## config.mk

```make
export PLATFORM = sky130hd
export DESIGN_NAME = cla_addsub_pipe
export DESIGN_NICKNAME = d
export VERILOG_FILES = /design/src/rtl/cla_addsub_pipe.sv
export SDC_FILE = /design/constraint.sdc
export NUM_CORES = 1
export LEC_CHECK = 0
export ABC_AREA = 1
export BUFFER_PORTS_ARGS = -buffer_cell sky130_fd_sc_hd__clkbuf_2
export CORE_MARGIN = 4
export CORE_UTILIZATION = 45
export DETAILED_ROUTE_END_ITERATION = 10
export PLACE_DENSITY = 0.62
export SLEW_MARGIN = 30
export SYNTH_ARGS = -nofsm -noshare
export SYNTH_HDL_FRONTEND = slang
export SYNTH_SLANG_ARGS = --single-unit
```

## constraint.sdc

```tcl
create_clock -name clk -period 4.6 [get_ports clk]
set_input_delay 0.92 -clock clk [delete_from_list [all_inputs] [get_ports clk]]
set_output_delay 0.92 -clock clk [all_outputs]
set_load 0.02 [all_outputs]
```

## src/rtl/cla_addsub_pipe.sv

```systemverilog
// Pipelined carry-lookahead adder/subtractor, one STAGE_BITS slice per stage.
// Ports: clk, rst, in_valid/in_ready, A, B, cin, sub, out_valid/out_ready, s, cout, ovf, zero.
module cla_addsub_pipe #(
  parameter int WIDTH      = 16,
  parameter int STAGE_BITS = 4
) (
  input  logic             clk,
  input  logic             rst,
  input  logic             in_valid,
  output logic             in_ready,
  input  logic [WIDTH-1:0] A,
  input  logic [WIDTH-1:0] B,
  input  logic             cin,
  input  logic             sub,
  output logic             out_valid,
  input  logic             out_ready,
  output logic [WIDTH-1:0] s,
  output logic             cout,
  output logic             ovf,
  output logic             zero
);

  localparam int L = WIDTH / STAGE_BITS;
  localparam int G = STAGE_BITS / 4;

  // Carries c[0..4] of one 4-bit lookahead group.
  function automatic logic [4:0] cla4(
    input logic [3:0] a,
    input logic [3:0] b,
    input logic       c0
  );
    logic [3:0] p, g;
    logic [4:0] c;
    p    = a ^ b;
    g    = a & b;
    c[0] = c0;
    c[1] = g[0] | (p[0] & c0);
    c[2] = g[1] | (p[1] & g[0]) | (p[1] & p[0] & c0);
    c[3] = g[2] | (p[2] & g[1]) | (p[2] & p[1] & g[0])
         | (p[2] & p[1] & p[0] & c0);
    c[4] = g[3] | (p[3] & g[2]) | (p[3] & p[2] & g[1])
         | (p[3] & p[2] & p[1] & g[0])
         | (p[3] & p[2] & p[1] & p[0] & c0);
    return c;
  endfunction

  logic [L-1:0]            vld_q, vld_d;
  logic [L-1:0][WIDTH-1:0] a_q, a_d;
  logic [L-1:0][WIDTH-1:0] b_q, b_d;
  logic [L-1:0][WIDTH-1:0] sum_q, sum_d;
  logic [L-1:0]            c_q, c_d;
  logic [L-1:0]            z_q, z_d;

  logic             ov_q, ov_d;
  logic [WIDTH-1:0] s_q, s_d;
  logic             cout_q, cout_d;
  logic             ovf_q, ovf_d;
  logic             zero_q, zero_d;

  logic [L-1:0][WIDTH-1:0] st_sum;
  logic [L-1:0]            st_co;
  logic [L-1:0]            st_cm;
  logic [L-1:0]            st_z;

  logic adv;

  assign adv       = !ov_q || out_ready;
  assign in_ready  = adv;
  assign out_valid = ov_q;
  assign s         = s_q;
  assign cout      = cout_q;
  assign ovf       = ovf_q;
  assign zero      = zero_q;

  // Slice arithmetic of every stage from its own registers.
  always_comb begin
    logic [STAGE_BITS:0]   cc;
    logic [STAGE_BITS-1:0] sa, sbv, ss;
    logic [4:0]            gc;
    st_sum = '0;
    st_co  = '0;
    st_cm  = '0;
    st_z   = '0;
    cc     = '0;
    sa     = '0;
    sbv    = '0;
    ss     = '0;
    gc     = '0;
    for (int i = 0; i < L; i++) begin
      sa    = a_q[i][i*STAGE_BITS +: STAGE_BITS];
      sbv   = b_q[i][i*STAGE_BITS +: STAGE_BITS];
      cc    = '0;
      cc[0] = c_q[i];
      for (int j = 0; j < G; j++) begin
        gc = cla4(sa[4*j +: 4], sbv[4*j +: 4], cc[4*j]);
        cc[4*j+1 +: 4] = gc[4:1];
      end
      ss = sa ^ sbv ^ cc[STAGE_BITS-1:0];
      st_sum[i] = sum_q[i];
      st_sum[i][i*STAGE_BITS +: STAGE_BITS] = ss;
      st_co[i] = cc[STAGE_BITS];
      // carry into the top bit of this slice; only the last stage's is used
      st_cm[i] = cc[STAGE_BITS-1];
      st_z[i]  = z_q[i] & ~|ss;
    end
  end

  always_comb begin
    vld_d  = vld_q;
    a_d    = a_q;
    b_d    = b_q;
    sum_d  = sum_q;
    c_d    = c_q;
    z_d    = z_q;
    ov_d   = ov_q;
    s_d    = s_q;
    cout_d = cout_q;
    ovf_d  = ovf_q;
    zero_d = zero_q;
    if (adv) begin
      vld_d[0] = in_valid;
      a_d[0]   = A;
      b_d[0]   = sub ? ~B : B;
      c_d[0]   = sub | cin;
      sum_d[0] = '0;
      z_d[0]   = 1'b1;
      for (int i = 1; i < L; i++) begin
        vld_d[i] = vld_q[i-1];
        a_d[i]   = a_q[i-1];
        b_d[i]   = b_q[i-1];
        c_d[i]   = st_co[i-1];
        sum_d[i] = st_sum[i-1];
        z_d[i]   = st_z[i-1];
      end
      ov_d = vld_q[L-1];
      // bubbles leave the last result in place
      if (vld_q[L-1]) begin
        s_d    = st_sum[L-1];
        cout_d = st_co[L-1];
        ovf_d  = st_co[L-1] ^ st_cm[L-1];
        zero_d = st_z[L-1];
      end
    end
  end

  always_ff @(posedge clk) begin
    if (rst) begin
      vld_q  <= '0;
      ov_q   <= 1'b0;
      s_q    <= '0;
      cout_q <= 1'b0;
      ovf_q  <= 1'b0;
      zero_q <= 1'b0;
    end else begin
      vld_q  <= vld_d;
      ov_q   <= ov_d;
      s_q    <= s_d;
      cout_q <= cout_d;
      ovf_q  <= ovf_d;
      zero_q <= zero_d;
    end
  end

  always_ff @(posedge clk) begin
    a_q   <= a_d;
    b_q   <= b_d;
    sum_q <= sum_d;
    c_q   <= c_d;
    z_q   <= z_d;
  end

endmodule

```

-- After elaboration in Yosys (flattened, before gate mapping)
Index checks and enable logic that the tools add are counted.
- input bits: 38
- register bits after elaboration: 183
- bitwise gates (word level): 122
- reduce and logical (&&, ||, !) cells: 11
- multiplexer cells: 1
- operator list (kind ; count):
    1-bit bitwise AND ; 67
    1-bit OR ; 41
    4-bit XOR ; 8
    4-bit bitwise AND ; 4
    16-bit 2-to-1 mux ; 1
    16-bit NOT ; 1
    4-bit OR reduction ; 4
    1-bit zero test ; 5
    2-bit AND reduction ; 1
    1-bit logical OR ; 1
    1-bit XOR ; 1

-- Longest topological paths before layout
Gate-level depths: netlist of the first run.
- word-level depth: 9
- mapped depth: 11
- depth with buffers taken out: 11

-- Least setup slack after synthesis of the first run
No wires, ideal clock.
- path type: input to output
- start: in out_ready
- end: out in_ready
- path slack: 0.399 ns
- buffers on the path: 0
- stages on the path: 2
- arrival: 3.281 ns
- cell sequence: nor2_4 inv_1
- cells in the longest elaborated chain, start to end: 1
- ends and longest elaborated chain (item ; line ; text):
    start: declaration ; 16 ; input logic out_ready,
    1-bit logical OR ; 67 ; assign adv = !ov_q || out_ready;
    end: declaration ; 10 ; output logic in_ready,
No other way between the ends.

-- Worst setup path after layout of the first run
Ends and elaborated chain as after synthesis.

==> impl_metrics.py, run 1 <==
metrics = {
    "worst_hold_path": {
        "whs_path_depth": 0,
        "whs_endpoint": "b_q[60]",
        "min_path_type": "register to register",
        "hp-start": "b_q[44]",
    },
    "global_routing": {
        "antenna_found_initial": 0,
        "grt_use_total_pct": 12.0,
        "grt_pass1_vias": 2761,
        "grt-ovfl-total": 0,
        "grt_start_max_net_pins": 65,
        "grt_pass1_wl_um": 12100,
    },
    "timing": {
        "finalCriticalPeriod_ps": 2790,
        "totalNegativeSetupSlack_ps": 0,
        "worstMarginPinSlew_ps": 742,
        "maxSlewHeadroom_pct": 50.5,
        "rsz0062_at_grt": "no",
        "finClkSkew_ps": 6.62,
        "hold_viol": 0,
        "post-route-period-util_pct": 60.6,
        "finalMaxSlewViolations": 0,
        "timing.fmax_ghz": 0.358,
        "worst_slack_ps": 1810,
        "setup_viol": 0,
    },
    "critical_path": {
        "start_kind": "input pin",
        "reg2reg_from": "out_valid",
        "required_ps": 3680,
        "crit_arrival_ps": 1870,
        "cp_max_fo": 53,
        "crit_chain": "clkbuf_2 -> nor2_4 -> inv_4 -> clkbuf_2",
        "path_common_cell": "clkbuf_2",
        "cp-startpoint": "out_ready",
        "ff2ff_path_depth": 4,
        "critPathCaptureType": "output port",
        "r2r_slack_ps": 2530,
        "critPathSlowestCell": "inv_4",
        "worstSetupPathType": "input pin to output port",
        "max_stage_delay_ps": 480,
        "r2r-end": "st_sum[39]",
    },
    "routing": {
        "dr.first_iter.drc_count": 144,
        "drtAntennaViolNets": 0,
        "remaining_drc_errors": 0,
        "via_per_inst": 4.55,
        "routed_wl_um": 7020,
        "wl_per_cell_um": 11.8,
        "dr.pass1.iters": 6,
        "vias": 2710,
    },
    "cts": {
        "cts-root-buf": "clkbuf_16",
        "cts_sinks": 135,
        "numCtsBuffers": 17,
        "clk_latency_ps": 400,
        "clk_pin_slew_ps": 60,
        "cts_tree": "done",
        "post_cts_buffers": 0,
        "cts_buffer_depth": 2,
        "cts_hold_buf": 0,
        "cts_resized": 0,
        "htree_levels": 4,
    },
    "die": {
        "die_w_um": 115,
        "core.rowCount": 38,
        "start_util_pct": 46.7,
        "die_area_mm2": 0.0132,
        "ios": 59,
        "coreArea_mm2": 0.0110,
        "die_y_um": 115,
    },
    "logic_synthesis": {
        "ys_warn_count": 0,
        "ys_seq_area_share_pct": 74.3,
        "syn_area_mm2": 0.00513,
        "syn_avg_cell_area_um2": 13.8,
        "syn_nets": 430,
        "syn_inst": 372,
        "synth-seq-cells": 135,
        "synth_cell_types": 27,
    },
    "layout": {
        "syn2layout_area_growth_pct": 19.8,
        "final_cells": 596,
        "drive_gt1_share_pct": 22.6,
        "diodes": 0,
        "final_util_pct": 56.0,
        "nNetsFinal": 501,
        "fillers": 890,
    },
    "status": {
        "status": "completed",
    },
    "place": {
        "gp_congestion": 0.700,
        "dp_slack_ps": 1780,
        "port_buffers": 58,
        "place_inst": 564,
        "dp_hpwl_um": 4570,
    },
    "power": {
        "power_density_mw_per_mm2": 502,
        "p_leak_nw": 2.68,
        "ir_worst_vdd_mv": 0.248,
        "fin_total_pwr_w": 0.00308,
    },
    "job": {
        "maxCapViolCount": 0,
    },
}
-- how the worst max path moves through the flow --
stage                    end  slack (ps)  depth (start not counted)
floorplan           in_ready         400                          2
global placement    in_ready        1810                          4
detailed placement  in_ready        1780                          4
CTS                 in_ready        1780                          4
global route        in_ready        1710                          4
finish              in_ready        1810                          4
-- routing by layer --
layer | global-route usage [%] | share of wire [%] | up-vias
met4 | 6.34 | 1.5 | 0
li1 | - | - | 1402
met3 | 4.05 | 5.3 | 9
met1 | 13.8 | 45 | 1246
met2 | 19.9 | 48 | 53
met5 | 0 | 0 | -
-- area by class of cell --
class	count	area [um^2]	area share (%)
clock inverter	8	55.1	0.895
tap	140	175	2.85
inverter	45	171	2.79
clock buffer	24	526	8.55
multi-input combinational	185	1110	18.1
timing repair buffer	59	298	4.84
sequential	135	3810	62.0
-- worst max-delay path: cells and delay by family --
family,cells,cell delay [ps]
and+or+nand+nor,1,70
buffers and inverters,3,880
-- cell families after synthesis --
| family | share of synthesized area [%] |
|---|---|
| buf+inv | 4.09 |
| simple gates | 9.51 |
| compound gates | 3.41 |
| xor+xnor | 3.24 |
| flops | 74.3 |
| fa+ha+maj | 5.46 |
-- metrics by stage --
stage / hold slack (ps) / cell area (um^2)
floorplan: 400 / 5130
global placement: 401 / 5570
detailed placement: 405 / 5570
CTS: 416 / 6150
global route: 419 / 6150
finish: 413 / 6150
-- cell usage after synthesis --
cell type	number	area [um^2]
a21o_1	1	7.51
a21oi_1	5	25.0
a21oi_2	1	8.76
a31oi_1	1	6.26
buf_2	3	15.0
buf_4	3	22.5
clkbuf_1	1	3.75
dfxtp_1	24	480
edfxtp_1	111	3330
fa_1	4	80.1
ha_1	16	200
inv_1	43	161
inv_2	2	7.51
nand2_1	46	173
nand2_2	4	25.0
nand3_1	13	65.1
nand3b_1	1	7.51
nand4_1	1	6.26
nor2_1	42	158
nor2_2	4	25.0
nor2_4	2	22.5
o21ai_0	6	30.0
o21ai_1	15	75.1
o21bai_1	3	22.5
or2_2	1	6.26
xnor2_1	2	17.5
xor2_1	17	149
-- layout by cell type (no fill, tap or decap), drive strengths merged --
cell type,instances
ha,16
a31oi,1
nor2,48
dfxtp,24
inv,49
a21o,1
clkinv,4
nand3b,1
a21oi,6
or2,1
xor2,17
nand3,13
nand2,50
o21ai,21
nand4,1
clkbuf,82
xnor2,2
o21bai,3
edfxtp,111
fa,4
buf,1
-- state kept, by name (all words and copies together) (netlist names) --
register and flops:
a_q 40, b_q 40, c_q 4, cout 1
out_valid 1, ovf 1, s 16, st_sum 24
vld_q 4, z_q 3, zero 1
-- power breakdown --
| part | switching [W] | internal, W |
|---|---|---|
| Sequential | 0.0000472 | 0.00151 |
| Clock | 0.000477 | 0.000803 |
| Combinational | 0.000150 | 0.0000994 |
| Total | 0.000674 | 0.00241 |
Note: power is estimated with default switching activity, not from simulation.
==> run 2: changes to the inputs <==
--- a/config.mk
+++ b/config.mk
@@ -5,12 +5,12 @@
 export SDC_FILE = /design/constraint.sdc
 export NUM_CORES = 1
 export LEC_CHECK = 0
-export ABC_AREA = 1
+export ABC_AREA = 0
 export BUFFER_PORTS_ARGS = -buffer_cell sky130_fd_sc_hd__clkbuf_2
 export CORE_MARGIN = 4
 export CORE_UTILIZATION = 45
 export DETAILED_ROUTE_END_ITERATION = 10
-export PLACE_DENSITY = 0.62
+export PLACE_DENSITY = 0.65
 export SLEW_MARGIN = 30
 export SYNTH_ARGS = -nofsm -noshare
 export SYNTH_HDL_FRONTEND = slang
==> constraint.sdc (replaced) <==
create_clock -name clk -period 2.3 [get_ports clk]
set_input_delay 0.46 -clock clk [delete_from_list [all_inputs] [get_ports clk]]
set_output_delay 0.46 -clock clk [all_outputs]
set_load 0.02 [all_outputs]
==> run 2 against run 1 <==
  * Global-route usage shrank 0.32 points
  * Sequential share of layout area is 0.88 points higher
  * Hold slack got worse by 190 ps
  * Largest power group unchanged
  * Highest routed layer unchanged
  * Die area is 1.5% lower
  * Register-to-register slack got worse by 2000 ps
  * Clock power is 95% higher
  * Final cell count is 9.2% lower
  * Cell area fell by 1.4%
  * Total power grew 93%
  * Synthesized cell count is 15% lower
==> impl_metrics.py, run 2 <==
metrics = {
    "routing": {
        "drtAntennaViolNets": 0,
        "dr.pass1.iters": 4,
        "wl_per_cell_um": 12.8,
        "dr.first_iter.drc_count": 160,
        "vias": 2548,
        "via_per_inst": 4.71,
        "routed_wl_um": 6900,
        "remaining_drc_errors": 0,
    },
    "timing": {
        "worstMarginPinSlew_ps": 593,
        "hold_viol": 0,
        "totalNegativeSetupSlack_ps": 0,
        "finalCriticalPeriod_ps": 1790,
        "rsz0062_at_grt": "no",
        "maxSlewHeadroom_pct": 60.5,
        "timing.fmax_ghz": 0.559,
        "finClkSkew_ps": 8.06,
        "finalMaxSlewViolations": 0,
        "setup_viol": 0,
        "post-route-period-util_pct": 77.8,
    },
    "place": {
        "port_buffers": 58,
        "dpl_cell_area_mm2": 0.00550,
        "gp_congestion": 0.782,
        "dp_hpwl_um": 4540,
    },
    "critical_path": {
        "crit_cells": 5,
        "critPathSlowestCell": "edfxtp_1",
        "cp-startpoint": "a_q[0]",
        "start_kind": "register",
        "crit_arrival_ps": 1950,
        "max_stage_delay_ps": 420,
        "cp_max_fo": 3,
        "crit_buf_inv": 0,
        "path_common_cell": "a21o_1",
        "r2r_slack_ps": 510,
        "crit_chain": "ha_1 -> a21o_1 -> a21oi_1 -> o21bai_1 -> a21o_1",
        "ff2ff_path_depth": 5,
        "worstSetupPathType": "register to register",
        "reg2reg_from": "a_q[0]",
        "required_ps": 2460,
        "critPathCapture": "c_q[1]",
        "critPathCaptureType": "register",
        "r2r-end": "c_q[1]",
        "crit_family": "compound AO/OA/AOI/OAI gates",
    },
    "cts": {
        "cts_resized": 0,
        "clk_latency_ps": 410,
        "cts_sinks": 135,
        "numCtsBuffers": 17,
        "cts_tree": "done",
        "cts_hold_buf": 0,
        "cts-root-buf": "clkbuf_16",
        "clk_pin_slew_ps": 60,
        "htree_levels": 4,
        "post_cts_buffers": 0,
        "cts_buffer_depth": 2,
    },
    "logic_synthesis": {
        "syn_nets": 374,
        "synth-seq-cells": 135,
        "ys_seq_area_share_pct": 75.5,
        "ys_warn_count": 0,
        "synth_cell_types": 39,
        "syn_inst": 316,
        "synth_edf_count": 111,
        "yosysTopAreaCell": "edfxtp_1",
        "synth_top_area_share_pct": 66.0,
        "syn_avg_cell_area_um2": 16.0,
        "yosysMostFrequentCell": "edfxtp_1",
        "synth_ff_type": "edfxtp_1",
        "synth_area_leaders": "edfxtp_1, dfxtp_1, ha_1",
        "async_reset_ff_share_pct": 0,
        "synth.cells.most_frequent": "edfxtp_1, nand2_1, dfxtp_1",
        "syn_area_mm2": 0.00505,
    },
    "die": {
        "ios": 59,
        "coreArea_mm2": 0.0109,
        "core.rowCount": 38,
        "start_util_pct": 46.2,
        "die_w_um": 114,
        "die_y_um": 114,
        "die_area_mm2": 0.0130,
    },
    "global_routing": {
        "grt_pass1_vias": 2492,
        "grt-ovfl-total": 0,
        "grt_pass1_wl_um": 11700,
        "grt_use_total_pct": 11.7,
        "antenna_found_initial": 0,
        "grt_start_max_net_pins": 114,
    },
    "job": {
        "maxCapViolCount": 0,
    },
    "layout": {
        "diodes": 0,
        "syn2layout_area_growth_pct": 20.0,
        "fin_area_mm2": 0.00606,
        "drive_gt1_share_pct": 25.4,
        "final_util_pct": 55.4,
        "nNetsFinal": 446,
        "final_common_cell": "edfxtp_1",
        "final_cell_mix": "edfxtp_1, clkbuf_2, nand2_1",
        "fillers": 878,
    },
    "power": {
        "p_leak_nw": 2.44,
        "power_density_mw_per_mm2": 983,
        "ir_worst_vdd_mv": 0.399,
    },
    "status": {
        "status": "completed",
    },
    "worst_hold_path": {
        "min_path_type": "input pin to register",
    },
}
-- run 2: changes by cell type after synthesis, moves of 6 or more --
cell | previous run | this run
nor2_1 | 42 | 7
nand2_1 | 46 | 39
nand3_1 | 13 | 1
inv_1 | 43 | 14
a21o_1 | 1 | 7
o21ai_1 | 15 | 1
a21oi_1 | 5 | 23
-- run 2: power breakdown --
part	internal (W)	switching, W
sequential	0.00298	0.0000848
clock	0.00151	0.000984
combinational	0.000185	0.000212
-- run 2: metal layers --
layer  global-route usage (%)  up-vias  routed length, um
li1                         -     1297                  -
met1                     15.0     1181               3100
met2                     17.0       63               3270
met3                     5.04        7                431
met4                     5.54        0                 96
met5                        0        -                  0
-- run 2: how the worst min path moves through the flow --
stage	depth (start not counted)	from	slack, ps	to
after floorplan	0	a_q[4]	400	a_q[20]
after global placement	0	st_sum[34]	400	st_sum[50]
after detailed placement	0	a_q[9]	400	a_q[25]
after CTS	1	A[0]	210	a_q[0]
after global routing	1	A[13]	210	a_q[13]
final	1	A[7]	230	a_q[7]
-- run 2: kinds of logic (layout without fill, tap and decap cells) --
kind of cell    Yosys count  in the layout  synth area share [%]
flops                   135            135                  75.5
simple gates             60             60                  5.25
compound gates           48             48                  6.27
xor+xnor                 27             27                  4.68
buf+inv                  24            109                  2.35
fa+ha+maj                20             20                  5.55
mux                       2              2                 0.396
-- run 2: final cells by class --
cell class / count / area, um^2 / share of cell area [%]
sequential: 135 / 3810 / 62.9
tap: 140 / 175 / 2.89
multi-input combinational: 157 / 1120 / 18.5
clock buffer: 19 / 475 / 7.84
timing repair buffer: 62 / 333 / 5.49
clock inverter: 13 / 87.6 / 1.44
inverter: 15 / 58.8 / 0.970
-- run 2: stage by stage --
step | std cells | power (W) | hold WS, ps | worst slack, ps
final | 541 | 0.00596 | 226 | 512
after global routing | 541 | 0.00622 | 206 | 365
after CTS | 541 | 0.00603 | 209 | 485
after detailed placement | 509 | 0.00352 | 405 | 492
after global placement | 509 | 0.00349 | 402 | 568
after floorplan | 316 | 0.00339 | 400 | 135
==> run 3: changes to the inputs <==
--- a/config.mk
+++ b/config.mk
@@ -10,7 +10,7 @@
 export CORE_MARGIN = 4
 export CORE_UTILIZATION = 45
 export DETAILED_ROUTE_END_ITERATION = 10
-export PLACE_DENSITY = 0.65
+export PLACE_DENSITY = 0.62
 export SLEW_MARGIN = 30
 export SYNTH_ARGS = -nofsm -noshare
 export SYNTH_HDL_FRONTEND = slang
==> constraint.sdc (replaced) <==
create_clock -name clk -period 1.75 [get_ports clk]
set_input_delay 0.35 -clock clk [delete_from_list [all_inputs] [get_ports clk]]
set_output_delay 0.35 -clock clk [all_outputs]
set_load 0.02 [all_outputs]
==> run 3 against run 2 <==
  * Clock skew rose by 1.6 ps
  * First-iteration DRC count fell by 21%
  * Hold slack got worse by 110 ps
  * Count of clock-buffer cells in the layout up 7
  * Sequential share of layout area down 1.4 points
  * Final cell count rose by 1.3%
  * Critical path depth did not move
  * Critical path type unchanged
  * Largest cell class unchanged
==> impl_metrics.py, run 3 (same netlist as run 2, synthesis figures left out) <==
metrics = {
    "status": {
        "status": "completed",
    },
    "routing": {
        "drt-met1-wl_um": 3330,
        "remaining_drc_errors": 0,
        "wl_per_cell_um": 13.1,
        "vias": 2582,
        "dr.first_iter.drc_count": 127,
        "routed_wl_um": 7150,
        "drtAntennaViolNets": 0,
        "wl_met3_um": 418,
        "top_layer": "met4",
        "dr.pass1.iters": 6,
        "wl_met2_um": 3250,
        "via_per_inst": 4.71,
    },
    "power": {
        "pwr-share-clk_pct": 41.4,
        "ir_worst_vdd_mv": 0.669,
        "p_sw_w": 0.00163,
        "p_leak_nw": 2.48,
        "p_sw_share_pct": 20.7,
        "p_comb_share_pct": 7.3,
        "p_seq_share_pct": 51.3,
        "power_density_mw_per_mm2": 1270,
        "p_int_w": 0.00625,
        "fin_total_pwr_w": 0.00789,
    },
    "die": {
        "die_y_um": 114,
        "ios": 59,
        "start_util_pct": 46.2,
        "coreArea_mm2": 0.0109,
        "die_w_um": 114,
        "core.rowCount": 38,
        "die_area_mm2": 0.0130,
    },
    "global_routing": {
        "grt_pass1_vias": 2586,
        "grt_use_total_pct": 12.0,
        "grt_pass1_wl_um": 12100,
        "antenna_found_initial": 0,
        "grt_start_max_net_pins": 46,
        "grt-ovfl-total": 0,
    },
    "layout": {
        "diodes": 0,
        "syn2layout_area_growth_pct": 22.7,
        "nNetsFinal": 453,
        "final_cell_mix": "edfxtp_1, clkbuf_2, nand2_1",
        "fillers": 883,
        "final_common_cell": "edfxtp_1",
        "drive_gt1_share_pct": 27.9,
        "fin_area_mm2": 0.00620,
    },
    "cts": {
        "cts_buffer_depth": 2,
        "cts_hold_buf": 0,
        "clk_pin_slew_ps": 60,
        "cts-root-buf": "clkbuf_16",
        "cts_tree": "done",
        "clk_latency_ps": 400,
        "cts_sinks": 135,
        "numCtsBuffers": 17,
        "htree_levels": 4,
    },
    "critical_path": {
        "crit_arrival_ps": 2000,
        "cp_max_fo": 4,
        "required_ps": 2060,
        "critPathCaptureType": "register",
        "r2r_slack_ps": 60,
        "reg2reg_from": "a_q[60]",
        "ff2ff_path_depth": 5,
        "r2r-end": "ovf",
        "worstSetupPathType": "register to register",
        "start_kind": "register",
    },
    "timing": {
        "rsz0062_at_grt": "yes",
        "totalNegativeSetupSlack_ps": 0,
        "post-route-period-util_pct": 96.6,
        "setup_viol": 0,
        "finalMaxSlewViolations": 0,
        "maxSlewHeadroom_pct": 78.9,
        "finClkSkew_ps": 9.69,
        "hold_viol": 0,
        "timing.fmax_ghz": 0.591,
        "worstMarginPinSlew_ps": 316,
        "finalCriticalPeriod_ps": 1690,
    },
    "worst_hold_path": {
        "whs_path_depth": 1,
        "whs_endpoint": "a_q[6]",
        "min_path_type": "input pin to register",
        "hp-start": "A[6]",
    },
    "place": {
        "dpl_cell_area_mm2": 0.00557,
        "dp_hpwl_um": 4560,
        "port_buffers": 58,
        "gp_congestion": 0.743,
    },
    "job": {
        "maxCapViolCount": 0,
    },
}
## run 3: cell count changes in the layout (fill, tap and decap cells not counted), sizes merged
cell      before  now
inv           23   17
clkinvlp       2    1
clkbuf        77   84
buf            4   11
## run 3: layout make-up
cell class | count | area [um^2] | area share, %
sequential | 135 | 3810 | 61.5
multi-input combinational | 157 | 1180 | 19.0
clock buffer | 26 | 524 | 8.46
timing repair buffer | 69 | 402 | 6.48
tap | 140 | 175 | 2.83
inverter | 15 | 68.8 | 1.11
clock inverter | 6 | 38.8 | 0.626
## run 3: power by group through the flow
| stage | Combinational [W] | Clock (W) | Sequential [W] |
|---|---|---|---|
| 3_5_place_dp | 0.000534 | 0 | 0.00410 |
| 4_1_cts | 0.000551 | 0.00334 | 0.00405 |
| 3_3_place_gp | 0.000525 | 0 | 0.00408 |
| 6_report | 0.000572 | 0.00327 | 0.00405 |
| 5_1_grt | 0.000651 | 0.00350 | 0.00408 |
| 2_1_floorplan | 0.000389 | 0 | 0.00406 |
## run 3: worst max-delay path by stage
stage / to / slack [ps] / from / cells past startpoint
after global routing: zero / -20 / a_q[60] / 6
after CTS: in_ready / 30 / out_valid / 4
final: ovf / 60 / a_q[60] / 5
after floorplan: c_q[1] / 60 / a_q[0] / 5
after detailed placement: ovf / -10 / a_q[60] / 5
after global placement: c_q[1] / 50 / a_q[0] / 5
## run 3: through the flow
stage	hold WS [ps]	worst slack (ps)	cells	util [%]
4_1_cts	95.0	30.3	548	56.3
3_3_place_gp	401	54.1	516	51.0
3_5_place_dp	405	-12.5	516	51.0
5_1_grt	99.7	-22.4	548	56.7
2_1_floorplan	400	64.9	316	-
6_report	113	59.3	548	56.7
## run 3: repair_timing
item | CTS | global route
resized for setup | 2 | 8
setup endpoints to repair | 3 | 9
pin swaps | 1 | 7
buffers inserted | 0 | 0
## run 3: critical path, cell delays in order (launching register included)
cell	delay (ps)
edfxtp_1	430
ha_4	280
a211o_4	340
a21o_4	230
mux2i_1	120
a211oi_1	210
## run 3: layer usage
metal  GRT usage (%)  vias up
met5               0        -
met4            6.10        0
met3            4.93       14
met2            17.4       69
met1            15.6     1193
li1                -     1306
